--- src/rtl/fp_topk_sel.sv ---
// Streaming K-nearest selector: keeps the K smallest distances, sorted ascending.
// One candidate per cycle; query framing via vld/last, restart via clr.
module fp_topk_sel #(
  parameter int DW = 32,
  parameter int IW = 16,
  parameter int K  = 4,
  localparam int CW = $clog2(K + 1)
) (
  input  logic            clk,
  input  logic            rst,
  input  logic            ena,
  input  logic            clr,
  input  logic            vld,
  input  logic            last,
  input  logic [DW-1:0]   d,
  input  logic [IW-1:0]   idx,
  output logic [K*DW-1:0] kd,
  output logic [K*IW-1:0] ki,
  output logic [CW-1:0]   cnt,
  output logic            done,
  output logic            busy
);

  localparam logic [1:0] S_IDLE = 2'd0;
  localparam logic [1:0] S_RUN  = 2'd1;
  localparam logic [1:0] S_HOLD = 2'd2;

  logic [1:0]    st, st_n;
  logic [DW-1:0] dq [K];
  logic [IW-1:0] iq [K];
  logic [DW-1:0] db [K];
  logic [IW-1:0] ib [K];
  logic [DW-1:0] dn [K];
  logic [IW-1:0] in [K];
  logic [K-1:0]  lt;
  logic [CW-1:0] cb, cn;
  logic          fresh;

  // A new query in HOLD or a clr starts from an empty list.
  always_comb begin
    fresh = clr | ((st == S_HOLD) & vld);
    cb = fresh ? '0 : cnt;
    for (int i = 0; i < K; i++) begin
      db[i] = fresh ? '1 : dq[i];
      ib[i] = fresh ? '0 : iq[i];
      lt[i] = d < db[i];
    end
    dn = db;
    in = ib;
    cn = cb;
    // lt is a thermometer code: the list is sorted, so it rises once
    if (vld) begin
      if (lt[0]) begin
        dn[0] = d;
        in[0] = idx;
      end
      for (int i = 1; i < K; i++) begin
        if (lt[i]) begin
          dn[i] = lt[i-1] ? db[i-1] : d;
          in[i] = lt[i-1] ? ib[i-1] : idx;
        end
      end
      if ((lt != '0) && (cb != CW'(K)))
        cn = cb + 1'b1;
    end
  end

  always_comb begin
    st_n = st;
    if (vld)
      st_n = last ? S_HOLD : S_RUN;
    else if (clr || st == 2'd3)
      st_n = S_IDLE;
  end

  always_ff @(posedge clk or posedge rst) begin
    if (rst) begin
      st   <= S_IDLE;
      cnt  <= '0;
      done <= 1'b0;
      busy <= 1'b0;
      for (int i = 0; i < K; i++) begin
        dq[i] <= '1;
        iq[i] <= '0;
      end
    end else if (ena) begin
      st   <= st_n;
      cnt  <= cn;
      done <= vld & last;
      busy <= (st_n == S_RUN);
      for (int i = 0; i < K; i++) begin
        dq[i] <= dn[i];
        iq[i] <= in[i];
      end
    end
  end

  for (genvar g = 0; g < K; g++) begin : g_out
    assign kd[g*DW +: DW] = dq[g];
    assign ki[g*IW +: IW] = iq[g];
  end

endmodule

--- config.mk ---
export PLATFORM = sky130hd
export DESIGN_NAME = fp_topk_sel
export DESIGN_NICKNAME = d
export VERILOG_FILES = /design/src/rtl/fp_topk_sel.sv
export SDC_FILE = /design/constraint.sdc
export NUM_CORES = 1
export LEC_CHECK = 0
export ABC_CLOCK_PERIOD_IN_PS = 10300
export BUFFER_PORTS_ARGS = -buffer_cell sky130_fd_sc_hd__buf_2
export CORE_ASPECT_RATIO = 1.2
export CORE_MARGIN = 5
export CORE_UTILIZATION = 30
export DETAILED_ROUTE_END_ITERATION = 10
export PLACE_DENSITY = 0.58
export SLEW_MARGIN = 20
export SYNTH_ARGS = -nofsm -noshare
export SYNTH_HDL_FRONTEND = slang
export SYNTH_SLANG_ARGS = --single-unit
--- constraint.sdc ---
create_clock -name clk -period 10.3 [get_ports clk]
set_clock_uncertainty 0.15 [all_clocks]
set_input_delay 3.09 -clock clk [delete_from_list [all_inputs] [get_ports clk]]
set_output_delay 3.09 -clock clk [all_outputs]
set_load 0.01 [all_outputs]
==> out/metrics.yaml <==
run_status:
  status: "finished clean"
cts:
  cts_tree: "built"
  clk_latency_ns: 0.47
  cts_resized: 0
  clk_pin_slew_worst_paths_ns: 0.07
  cts_sinks: 199
  numCtsBuffers: 17
  hold_buffers: 0
  cts_buffer_depth: 2
  root_buffer: "clkbuf_16"
  post_cts_buffers: 0
  htree_levels: 4
grt:
  grt_overflow: 0
  antenna_found_initial: 2
  grt_pass1_vias: 10930
  grt_max_degree: 124
  track_usage_pct: 18.43
  grt_pass1_wl_um: 65180
sta:
  finalSetupViolations: 0
  rsz0062_at_grt: "false"
  hold_viol_final: 0
  fin_hold_ws_ns: 0.3443
  fin_crit_ns: 8.272
  slew_headroom_pct: 27.18
  worst_pin_slew_ns: 1.092
  drv_slew: 0
  period_share_pct: 80.31
  tns_ns: 0
  fmax_ghz: 0.1209
die:
  fp.coreArea_um2: 40540
  num_rows: 81
  initial_core_util_pct: 30.22
  dieArea_um2: 44990
  dieHeight_um: 231.4
  dieWidth_um: 194.5
  io_pins: 251
placement:
  placed_area_um2: 13860
  dp_hpwl_um: 30220
  dp_cells: 2016
  gp_congestion: 0.8287
  portBuffers: 250
route:
  avgViaCountPerCell: 5.372
  routed-via-count: 11020
  ant_nets: 0
  firstDrtPassIters: 5
  drcViolationCount: 0
  drt_iter0_markers: 674
  wl_per_cell_um: 20.57
  routed_wl_um: 42190
yosys:
  synthFlopType: "dfstp_2"
  synthCells: 1308
  async_flop_share_pct: 100.0
  synth_warnings: 0
  ys_top_cells_by_area: "dfstp_2, dfrtp_1, ha_1"
  syn_area_um2: 12250
  synth_top_area_share_pct: 27.45
  synth.distinct_cells: 55
  synth_top_area_cell: "dfstp_2"
  ys_seq_elements: 199
  synth_edf_count: 0
  yosysMostFrequentCell: "o21ai_0"
  ys_seq_area_share_pct: 41.96
  synth_fp_nets: 1488
  synthTopCellsByCount: "o21ai_0, nor2_1, dfstp_2"
  avgSynthCellArea_um2: 9.366
layout:
  fin_area_um2: 14440
  multi_input_area_um2: 6477
  stdcell_count: 2051
  drive_gt1_share_pct: 29.09
  fill_cells: 4231
  fin_nets: 1676
  area_growth_pct: 17.88
  seq_area_um2: 5140
power:
  leakage_uw: 0.006689
  max-vdd-ir-drop_mv: 0.1195
  p_per_area_nw_per_um2: 144.4
worst_setup_path:
  crit_arrival_ns: 8.46
  start_kind: "input port"
  endpoint_kind: "flop"
  path_class: "input port to flop"
  required_ns: 10.49
  crit_path_max_fanout: 99
run:
  cap_violations: 0
worst_hold_path:
  hp-class: "flop to flop"
==> per-stage QoR <==
step	util [%]	setup slack, ns	power (µW)
after global placement	34.20	1.834	1422
after floorplan	-	1.846	1233
final	35.62	2.028	2085
after CTS	35.59	2.196	2112
after detailed placement	34.20	1.710	1432
after global routing	35.62	1.804	2196
==> cells in the final DEF (no fill, tap or decap), types with 3 or more instances in the layout <==
cell and instances:
a2bb2oi_1 65, o31ai_1 4, a21oi_1 37, o21ai_0 163, ha_1 126, nand2_1 117
a22oi_1 34, a221oi_1 4, nor2_1 140, a22o_1 66, inv_6 5, diode_2 3
and2_4 3, o22a_1 33, nor3_1 3, buf_2 250, clkinv_4 4, nand4_1 20
o221ai_1 3, nand3_1 58, a21o_1 21, dfstp_2 128, and2_1 4, buf_4 10
a31oi_1 3, inv_1 59, clkbuf_16 18, dfrtp_1 71, nor4_1 5, o211ai_1 6
a211oi_1 4
==> layer usage <==
layer,vias up,wire length (µm),global-route usage (%)
met5,-,0,0
li1,5199,-,-
met3,54,2119,3.882
met2,288,20900,31.68
met1,5476,17880,22.69
met4,0,1283,7.187
==> critical path, stage by stage <==
cell and delay, ns:
buf_2 0.16, and3b_1 0.38, or2_4 0.75, buf_12 0.30
nor2_1 0.09, ha_1 0.30, a21o_1 0.17, a21o_1 0.17
a221oi_1 0.56, o21ai_0 0.46, o21ai_4 0.16, buf_4 0.73
a21o_1 0.24, nand2_1 0.38, a22o_1 0.38
==> final timing paths <==
path                                to  slack, ns  cells past startpoint    from
worst max-delay path            ki[30]       2.03                     15     vld
worst min-delay path            kd[65]       0.34                      2  kd[65]
worst max register to register  ki[30]       4.38                     14   st[0]
worst min register to register  kd[65]       0.34                      2  kd[65]
max in group asynchronous       kd[42]       5.92                      3     rst
min in group asynchronous        ki[5]       2.65                      2     rst
==> where the power goes <==
group | switching [µW] | internal [µW] | total, µW
clock network | 341 | 331 | 672
registers | 64.4 | 884 | 949
logic | 287 | 178 | 465
total | 692 | 1390 | 2090
==> state kept, by name, indices dropped and copies added (netlist names) <==
signal,flops
busy,1
cnt,3
done,1
kd,128
ki,64
st,2
==> cells by family (layout without fill, tap and decap cells) <==
family / after synthesis / count (layout) / share of synthesized area (%)
simple gates: 364 / 364 / 12.83
mux: 1 / 1 / 0.08171
other cells: 0 / 3 / 0
buf+inv: 152 / 353 / 5.372
fa+ha+maj: 126 / 126 / 12.87
compound gates: 466 / 466 / 26.89
flops: 199 / 199 / 41.96
==> final cells by class <==
class | count | share of cell area [%]
inverter | 60 | 1.611
tap | 539 | 4.670
clock inverter | 12 | 0.7278
timing repair buffer | 261 | 9.322
multi-input combinational | 957 | 44.85
antenna | 3 | 0.05198
clock buffer | 20 | 3.171
sequential | 199 | 35.59
Power figures use the tool's default switching activity.
